[src/rtl/sim_run_pkg.sv]
// sim_run_pkg: shared definitions for the simulation run controller.
//   - run_state_e : 3-bit FSM state encoding (HOLD, RUN and four sticky terminal states)
//   - Prio*       : verdict priority order, lowest value wins when several hold at once
//   - FailChW     : width of the fail_ch index (fixed, covers up to MaxCh cores)
//   - lowest_set  : index of the lowest set bit of a channel vector
package sim_run_pkg;

    localparam int unsigned StateW = 3;

    typedef enum logic [StateW-1:0] {
        StHold    = 3'd0,
        StRun     = 3'd1,
        StPass    = 3'd2,
        StFail    = 3'd3,
        StHang    = 3'd4,
        StTimeout = 3'd5
    } run_state_e;

    // Verdict priority when several conditions hold in the same RUN cycle.
    localparam int unsigned PrioFail    = 0;
    localparam int unsigned PrioPass    = 1;
    localparam int unsigned PrioHang    = 2;
    localparam int unsigned PrioTimeout = 3;

    localparam int unsigned MaxCh   = 8;
    localparam int unsigned FailChW = 3;

    // Returns the lowest set index, 0 for an empty vector.
    function automatic logic [FailChW-1:0] lowest_set(input logic [MaxCh-1:0] vec);
        logic [FailChW-1:0] idx;
        idx = '0;
        for (int i = MaxCh - 1; i >= 0; i--) begin
            if (vec[i]) idx = FailChW'(i);
        end
        return idx;
    endfunction

endpackage

[src/rtl/sim_stall_watch.sv]
// sim_stall_watch: per-core progress monitor.
// Ports:
//   clk, rst   : clock, asynchronous active-high reset
//   retire     : core retired an instruction this cycle
//   done       : core signalled end of test this cycle
//   pass       : core verdict, meaningful only with done
//   run_en     : controller is in RUN; inputs are ignored otherwise
//   clear      : synchronous clear of counter and latches (controller in HOLD)
//   done_all   : channel is done (latched earlier or this cycle)
//   pass_all   : channel verdict is pass (latched earlier or this cycle)
//   fail_now   : channel reports done with fail this cycle
//   hang       : stall limit reached this cycle on a channel that is not done
module sim_stall_watch
    import sim_run_pkg::*;
#(
    parameter int unsigned STALL_LIMIT = 64
) (
    input  logic clk,
    input  logic rst,
    input  logic retire,
    input  logic done,
    input  logic pass,
    input  logic run_en,
    input  logic clear,
    output logic done_all,
    output logic pass_all,
    output logic fail_now,
    output logic hang
);

    localparam int unsigned StallW = $clog2(STALL_LIMIT + 1);

    logic [StallW-1:0] stall_q;
    logic              done_q;
    logic              pass_q;
    logic              active;

    assign active = run_en && !done_q;

    always_comb begin
        // done in the same cycle as the stall limit counts as done, not hang
        hang     = active && !done && !retire && (stall_q == StallW'(STALL_LIMIT - 1));
        fail_now = active && done && !pass;
        done_all = done_q || (run_en && done);
        pass_all = done_q ? pass_q : (run_en && done && pass);
    end

    always_ff @(posedge clk or posedge rst) begin
        if (rst) begin
            stall_q <= '0;
            done_q  <= 1'b0;
            pass_q  <= 1'b0;
        end else if (clear) begin
            stall_q <= '0;
            done_q  <= 1'b0;
            pass_q  <= 1'b0;
        end else if (active) begin
            if (done) begin
                done_q <= 1'b1;
                pass_q <= pass;
            end
            if (retire) begin
                stall_q <= '0;
            end else if (stall_q != '1) begin
                stall_q <= stall_q + 1'b1;
            end
        end
    end

endmodule

[src/rtl/sim_run_ctrl.sv]
// sim_run_ctrl: run controller for rv32i simulation benches.
// Sequences core reset, counts RUN cycles and ends the run with a sticky verdict.
// Ports:
//   clk, rst   : clock, asynchronous active-high reset
//   retire_i   : per-core instruction-retired strobe
//   done_i     : per-core end-of-test strobe
//   pass_i     : per-core verdict, sampled with done_i
//   core_rst   : reset to all cores (high in HOLD and in terminal states)
//   cycle_cnt  : RUN cycles elapsed, saturating, frozen once the run ends
//   finished   : run over
//   pass/fail/hang/timeout : verdict, exactly one high when finished
//   fail_ch    : lowest core index that failed or hung
module sim_run_ctrl
    import sim_run_pkg::*;
#(
    parameter int unsigned N_CH        = 1,
    parameter int unsigned RST_CYCLES  = 4,
    parameter int unsigned MAX_CYCLES  = 1000,
    parameter int unsigned STALL_LIMIT = 64,
    parameter int unsigned CNT_W       = 32
) (
    input  logic               clk,
    input  logic               rst,
    input  logic [N_CH-1:0]    retire_i,
    input  logic [N_CH-1:0]    done_i,
    input  logic [N_CH-1:0]    pass_i,
    output logic               core_rst,
    output logic [CNT_W-1:0]   cycle_cnt,
    output logic               finished,
    output logic               pass,
    output logic               fail,
    output logic               hang,
    output logic               timeout,
    output logic [FailChW-1:0] fail_ch
);

    localparam int unsigned HoldW = $clog2(RST_CYCLES + 1);

    run_state_e       state_q;
    logic [HoldW-1:0] hold_q;

    logic             run_en;
    logic             clear;
    logic [N_CH-1:0]  done_vec;
    logic [N_CH-1:0]  ok_vec;
    logic [N_CH-1:0]  fail_vec;
    logic [N_CH-1:0]  hang_vec;
    logic [MaxCh-1:0] fail_pad;
    logic [MaxCh-1:0] hang_pad;
    logic             fail_any;
    logic             pass_all;
    logic             hang_any;
    logic             at_budget;

    assign run_en = (state_q == StRun);
    assign clear  = (state_q == StHold);

    for (genvar c = 0; c < N_CH; c++) begin : g_ch
        sim_stall_watch #(
            .STALL_LIMIT(STALL_LIMIT)
        ) u_watch (
            .clk     (clk),
            .rst     (rst),
            .retire  (retire_i[c]),
            .done    (done_i[c]),
            .pass    (pass_i[c]),
            .run_en  (run_en),
            .clear   (clear),
            .done_all(done_vec[c]),
            .pass_all(ok_vec[c]),
            .fail_now(fail_vec[c]),
            .hang    (hang_vec[c])
        );
    end

    always_comb begin
        fail_pad             = '0;
        hang_pad             = '0;
        fail_pad[N_CH-1:0]   = fail_vec;
        hang_pad[N_CH-1:0]   = hang_vec;
        fail_any             = |fail_vec;
        pass_all             = (&done_vec) && (&ok_vec);
        hang_any             = |hang_vec;
        at_budget            = (cycle_cnt == CNT_W'(MAX_CYCLES - 1));
    end

    // Verdict order: fail, pass, hang, timeout. The deciding cycle does not advance cycle_cnt.
    always_ff @(posedge clk or posedge rst) begin
        if (rst) begin
            state_q   <= StHold;
            hold_q    <= '0;
            core_rst  <= 1'b1;
            cycle_cnt <= '0;
            finished  <= 1'b0;
            pass      <= 1'b0;
            fail      <= 1'b0;
            hang      <= 1'b0;
            timeout   <= 1'b0;
            fail_ch   <= '0;
        end else begin
            unique case (state_q)
                StHold: begin
                    if (hold_q == HoldW'(RST_CYCLES - 1)) begin
                        state_q  <= StRun;
                        core_rst <= 1'b0;
                    end else begin
                        hold_q <= hold_q + 1'b1;
                    end
                end
                StRun: begin
                    if (fail_any) begin
                        state_q  <= StFail;
                        fail     <= 1'b1;
                        finished <= 1'b1;
                        core_rst <= 1'b1;
                        fail_ch  <= lowest_set(fail_pad);
                    end else if (pass_all) begin
                        state_q  <= StPass;
                        pass     <= 1'b1;
                        finished <= 1'b1;
                        core_rst <= 1'b1;
                    end else if (hang_any) begin
                        state_q  <= StHang;
                        hang     <= 1'b1;
                        finished <= 1'b1;
                        core_rst <= 1'b1;
                        fail_ch  <= lowest_set(hang_pad);
                    end else if (at_budget) begin
                        state_q  <= StTimeout;
                        timeout  <= 1'b1;
                        finished <= 1'b1;
                        core_rst <= 1'b1;
                    end else if (cycle_cnt != '1) begin
                        cycle_cnt <= cycle_cnt + 1'b1;
                    end
                end
                default: begin
                    // terminal states hold until rst
                end
            endcase
        end
    end

endmodule

[config.mk]
export PLATFORM = sky130hd
export DESIGN_NAME = sim_run_ctrl
export DESIGN_NICKNAME = d
export VERILOG_FILES = /design/src/rtl/sim_run_pkg.sv /design/src/rtl/sim_stall_watch.sv /design/src/rtl/sim_run_ctrl.sv
export SDC_FILE = /design/constraint.sdc
export NUM_CORES = 1
export LEC_CHECK = 0
export ABC_CLOCK_PERIOD_IN_PS = 2300
export CORE_ASPECT_RATIO = 0.5
export CORE_UTILIZATION = 50
export CTS_BUF_LIST = sky130_fd_sc_hd__clkbuf_8
export DETAILED_ROUTE_END_ITERATION = 6
export PLACE_DENSITY_LB_ADDON = 0.3
export SLEW_MARGIN = 15
export SYNTH_ARGS = -nofsm -noshare
export SYNTH_HDL_FRONTEND = slang
export SYNTH_SLANG_ARGS = --single-unit
[constraint.sdc]
create_clock -name clk -period 2.3 [get_ports clk]
set_input_delay 0.575 -clock clk [delete_from_list [all_inputs] [get_ports clk]]
set_output_delay 0.575 -clock clk [all_outputs]
set_load 0.03 [all_outputs]
After elaboration in Yosys (flattened, before gate mapping):

Index checks and enable logic that the tools add are counted.

* output and inout port bits: 41
* register bits: 56
* input bits: 5

* $add $sub $neg: 3
* mux-type cells: 26
* equal/unequal tests: 9
* reductions and logical operators: 32
* bitwise gates (word level): 5

Operators by type and width (count)
* adder 32 x 1 -> 32 bit (second input constant): 1
* == test 32 x 10 -> 1 bit (second input constant): 1
* != test 32 bit (second input constant): 1
* two-way mux 7 bit: 4
* two-way mux 3 bit: 8
* two-way mux 1 bit: 12
* AND reduction 2 bit: 5
* logical AND 1 bit: 9
* AND reduction 3 bit: 3
* nonzero test 2 bit: 4
* adder 7 x 1 -> 7 bit (second input constant): 1
* == test 7 x 6 -> 1 bit (second input constant): 1
* != test 7 bit (second input constant): 1
* case mux 3 bit (2 select lines): 1
* AND reduction 6 bit: 1
* != test 5 bit (second input constant): 1
* inverter 1 bit: 5
* AND reduction 5 bit: 1
* logical NOT 1 bit: 4
* AND reduction 4 bit: 1
* nonzero test 4 bit: 1
* adder 3 x 1 -> 3 bit (second input constant): 1
* == test 3 x 1 -> 1 bit (second input constant): 1
* == test 3 x 2 -> 1 bit (second input constant): 1
* other kinds (6): 6

Logic depth before layout (Yosys ltp):

* depth after elaboration: 9
* gate-level depth with buffers: 8
* depth with buffers taken out: 7

Modules after synthesis:

From an unflattened synthesis, not the netlist that was laid out.

* cell total of the unflattened synthesis: 265
* area total of the unflattened synthesis: 2839.0 um^2

By module, submodules not included
* sim_run_ctrl: times used 1, area an instance 2280.9 um^2, cells an instance 212
* sim_stall_watch: times used 1, area an instance 558.0 um^2, cells an instance 53

Worst setup path before layout:

Ideal clock, no wire load.

* kind: register -> register
* start point: register cycle_cnt[0]
* end point: register cycle_cnt[8]
* required time: 2.165 ns
* period minus slack after synthesis: 2.163 ns
* setup slack: 0.137 ns
* path buffers: 1
* arrival time: 2.028 ns
* setup time: 0.135 ns
* stages on the path, launching flop included: 9
* path through: dfrtp_1 -> ha_1 -> and2_1 -> and4_1 -> and4_1 -> nor3_1 -> buf_2 -> nand4_1 -> xnor2_1

* cells in the longest elaborated chain, start to end: 3
* elaborated cells between the ends (all ways): 5

Ends and longest elaborated chain
* start, declared: line sim_run_ctrl.sv:28 `output logic [CNT_W-1:0] cycle_cnt,`
* start signal, assigned: line sim_run_ctrl.sv:134 `cycle_cnt <= cycle_cnt + 1'b1;`
* parallel branches: the longest is 3 deep, another holds adder 32 x 1 -> 32 bit

Parallel ways; which one is timed is not known.
A chain may end at the register's enable or synchronous reset.

Final worst setup path:

* start point: input port retire_i
* end point: register cycle_cnt[23]

* cells in the longest elaborated chain, start to end: 5

Ends and longest elaborated chain
* start, declared: line sim_run_ctrl.sv:24 `input logic [N_CH-1:0] retire_i,`
* logical NOT 1 bit: line sim_stall_watch.sv:42 `hang = active && !done && !retire && (stall_q == StallW'(STALL_LIMIT - 1));`
* logical AND 1 bit (2 in a row): line sim_stall_watch.sv:42
* inverter 1 bit (no source line)
* AND reduction 6 bit (no source line)

Every way passes these cells.

==> metrics.yaml <==
ys_seq_area_frac: 0.503
commonest_cells_after_routing_fill_and_taps_aside: "sky130_fd_sc_hd__dfrtp_1 (52), sky130_fd_sc_hd__clkdlybuf4s50_1 (42), sky130_fd_sc_hd__nand2_1 (28)"
combinational_family_with_the_most_area_after_synthesis: "simple AND/OR/NAND/NOR gates"
synthXorXnorAreaFrac: 0.119
detailedPlacementHpwl_microns: 4240
critical-path-top-delay-family: "buffers and inverters"
setup_viol: 0
cts_tree: "built"
cts_resized: 0
internal-power_mw: 1.18
critical_path_peak_fanout: 5
critical-path-top-cell-by-count: "sky130_fd_sc_hd__buf_4"
critical_path_buf_inv_count: 4
yosysTopAreaCell: "sky130_fd_sc_hd__dfrtp_1"
synthCells: 254
swShare: 0.219
clk-insertion-delay-late_ps: 310
count_of_hold_buffers_inserted_by_post_cts_repair: 0
cts_setup_buffers: 0
routed_via_density: 5.44
worstSetupStartpointType: "input pin"
drtIter0Drc: 82
finalCritPeriodShare: 0.958
dp.cells: 388
die_width_microns: 105
routed_wl_microns: 5790
port_buffers: 42
grt_pass1_vias: 2050
num_rows: 18
fillCellCount: 384
power_frac_seq: 0.616
min_period_ps: 2200
post_dp_cell_area_sq_um: 3340
endpoint_kind: "flop"
design_area_sq_um: 3460
run_status: "complete, no violations"
globalRouteOverflowTotal: 0
rrSetupSlack_ps: 110
vdd_drop_max_v: 0.000256
combinationalPowerShare: 0.029
synth_simple_gate_area_share: 0.262
rr_startpoint: "g_ch[0].u_watch.stall_q[0]"
achievable_frequency_ghz: 0.454
vias_after_detailed_routing: 2155
synthMuxAreaShare: 0.00853
clock_path_buffers: 2
rr_endpoint: "cycle_cnt[23]"
critical_path.slowest_cell: "sky130_fd_sc_hd__or3_1"
critical_path_required_ps: 2510
numCtsBuffers: 5
clock_skew_ps: 5.59
final_common_cell: "sky130_fd_sc_hd__dfrtp_1"
hold_start: "pass"
worstSetupPathDepth: 8
wl_per_cell_microns: 14.6
core_area_sq_um: 5000
final_wtd_congestion: 0.829
cp-startpoint: "retire_i"
postSynthRegisterBits: 53
area_of_the_mapped_netlist_sq_um: 2640
grt_pass1_wl_microns: 9480
clk_transition_reported_paths_ps: 90
cap_viol_max_count: 0
die_h_microns: 53.4
area_growth_pct: 31.0
antenna_violations_before_repair: 0
clockRootBuffer: "sky130_fd_sc_hd__clkbuf_8"
grt_start_max_net_pins: 34
complex_gate_fraction_of_the_synthesized_area: 0.0569
cts.sink_count: 53
synth_top_area_share: 0.493
drive_above_1_share: 0.153
gr-usage-all-layers: 0.222
totalNegativeSetupSlack_ps: 0
power_density_nw_per_um2: 438
layout.cells.non_filler: 396
timing_hold_violations_final: 0
synthFlopType: "sky130_fd_sc_hd__dfrtp_1"
drt_drc_violations_left: 0
n_antenna_cell: 0
leakagePower_nw: 1.59
timing.critical_path.slowest_cell_delay_ps: 430
rr_worst_depth: 9
initial_core_util: 0.528
final-max-slew-violation-count: 0
criticalPathCategory: "in -> reg"
async_set_or_reset_flop_fraction_in_the_synthesized_netlist: 1.00
path_cells: "clkdlybuf4s50_1 > or3_1 > o311ai_4 > buf_4 > nor4_2 > buf_4 > buf_4 > xor2_1"
htreeDepth: 2
post_synth_fa_ha_maj_area_fraction: 0.0190
first_pass_iters: 4
power.net_switching_uw: 332
synthesized_area_divided_by_synthesized_cell_count_sq_um: 10.4
io_pins: 46
finish.net_count: 334
data_arrival_critical_path_ps: 2410
timing.hold.worst.class: "reg -> reg"
netlist-cell-type-count: 41
die_area_sq_um: 5590
yosys-top-cells-area: "sky130_fd_sc_hd__dfrtp_1 (49%), sky130_fd_sc_hd__xnor2_1 (8.3%), sky130_fd_sc_hd__nand3_1 (4.4%), sky130_fd_sc_hd__nand2_1 (4.0%), sky130_fd_sc_hd__xor2_1 (3.7%)"
ys.warnings.count: 0
crit_end: "cycle_cnt[23]"
grt_setup_unrepaired: "false"
power.clock.fraction: 0.355
route.antenna.remaining_nets: 0
synth-edff-count: 0
cell type report:
type	count	area, sq um	share of cell area
Tap cell	70	87.6	0.0253
Clock inverter	2	7.51	0.00217
Clock buffer	6	82.6	0.0239
Timing Repair Buffer	70	656	0.190
Inverter	7	26.3	0.00760
Multi-Input combinational cell	188	1270	0.367
Sequential cell	53	1330	0.384
flip-flops by register name, indices dropped and copies added, names as in the netlist:
signal / count
finished: 1
hold_q: 3
g_ch.u_watch.pass_q: 1
state_q: 3
core_rst: 1
timeout: 1
g_ch.u_watch.stall_q: 7
cycle_cnt: 32
hang: 1
fail: 1
pass: 1
g_ch.u_watch.done_q: 1
synth_stat cells (2+ instances only):
library cell / n
sky130_fd_sc_hd__and4_1: 7
sky130_fd_sc_hd__nand4_1: 10
sky130_fd_sc_hd__xnor2_1: 25
sky130_fd_sc_hd__nand3_2: 2
sky130_fd_sc_hd__nor4_4: 2
sky130_fd_sc_hd__a21o_1: 2
sky130_fd_sc_hd__dfrtp_1: 52
sky130_fd_sc_hd__a21oi_1: 6
sky130_fd_sc_hd__nand3_1: 23
sky130_fd_sc_hd__o21ai_0: 3
sky130_fd_sc_hd__inv_1: 7
sky130_fd_sc_hd__ha_1: 4
sky130_fd_sc_hd__o41ai_1: 2
sky130_fd_sc_hd__or3_1: 3
sky130_fd_sc_hd__nor2_1: 19
sky130_fd_sc_hd__nor4_1: 8
sky130_fd_sc_hd__and2_1: 2
sky130_fd_sc_hd__clkbuf_1: 2
sky130_fd_sc_hd__buf_2: 2
sky130_fd_sc_hd__buf_4: 3
sky130_fd_sc_hd__mux2_2: 2
sky130_fd_sc_hd__and3_1: 8
sky130_fd_sc_hd__xor2_1: 11
sky130_fd_sc_hd__nor3_1: 5
sky130_fd_sc_hd__nand2_1: 28
layer usage:
| metal | GRT usage | routed length [microns] | up-vias | part of all wire |
|---|---|---|---|---|
| met3 | 0.0468 | 257 | 9 | 0.044 |
| met5 | 0 | 0 | - | 0 |
| met4 | 0.0822 | 96 | 0 | 0.017 |
| met2 | 0.379 | 2730 | 59 | 0.47 |
| li1 | - | - | 1039 | - |
| met1 | 0.286 | 2720 | 1048 | 0.47 |
how the worst min path moves through the flow:
stage	to	slack [ps]	depth (start not counted)
after floorplan	hold_q[0]	450	1
after global placement	finished	440	1
after detailed placement	pass	450	1
after CTS	pass	470	1
after global routing	pass	490	1
final	pass	470	1
cells by family (layout without fill, tap and decap cells):
family	Yosys count	after routing
AO/OA/AOI/OAI	20	20
XOR/XNOR	36	36
adder cells (fa/ha/maj)	4	4
buffers and inverters	15	85
flip-flops	53	53
multiplexers	2	2
other	1	3
AND/OR/NAND/NOR	123	123
metrics by stage:
stage	util	hold WS (ps)	total power, mW	worst slack, ps
CTS	0.687	470	1.53	14.2
floorplan	-	448	0.978	137
finish	0.691	471	1.51	97.1
global placement	0.669	443	0.995	-228
global route	0.691	494	1.56	3.12
detailed placement	0.669	454	0.997	-273
power groups by stage:
stage               Sequential, mW  Combinational (mW)  Clock, mW
floorplan                    0.951              0.0265          0
global placement             0.951              0.0438          0
detailed placement           0.951              0.0456          0
CTS                          0.933              0.0452      0.552
global route                 0.933              0.0492      0.575
finish                       0.933              0.0437      0.538
worst reg2reg max path: stages, from the launching register on:
cell,delay (ps)
sky130_fd_sc_hd__dfrtp_1,400
sky130_fd_sc_hd__ha_1,190
sky130_fd_sc_hd__nand3_1,100
sky130_fd_sc_hd__or3_1,420
sky130_fd_sc_hd__o311ai_4,340
sky130_fd_sc_hd__buf_4,190
sky130_fd_sc_hd__nor4_2,40
sky130_fd_sc_hd__buf_4,160
sky130_fd_sc_hd__buf_4,130
sky130_fd_sc_hd__xor2_1,130
No activity file was read; power rests on OpenSTA's default activity.
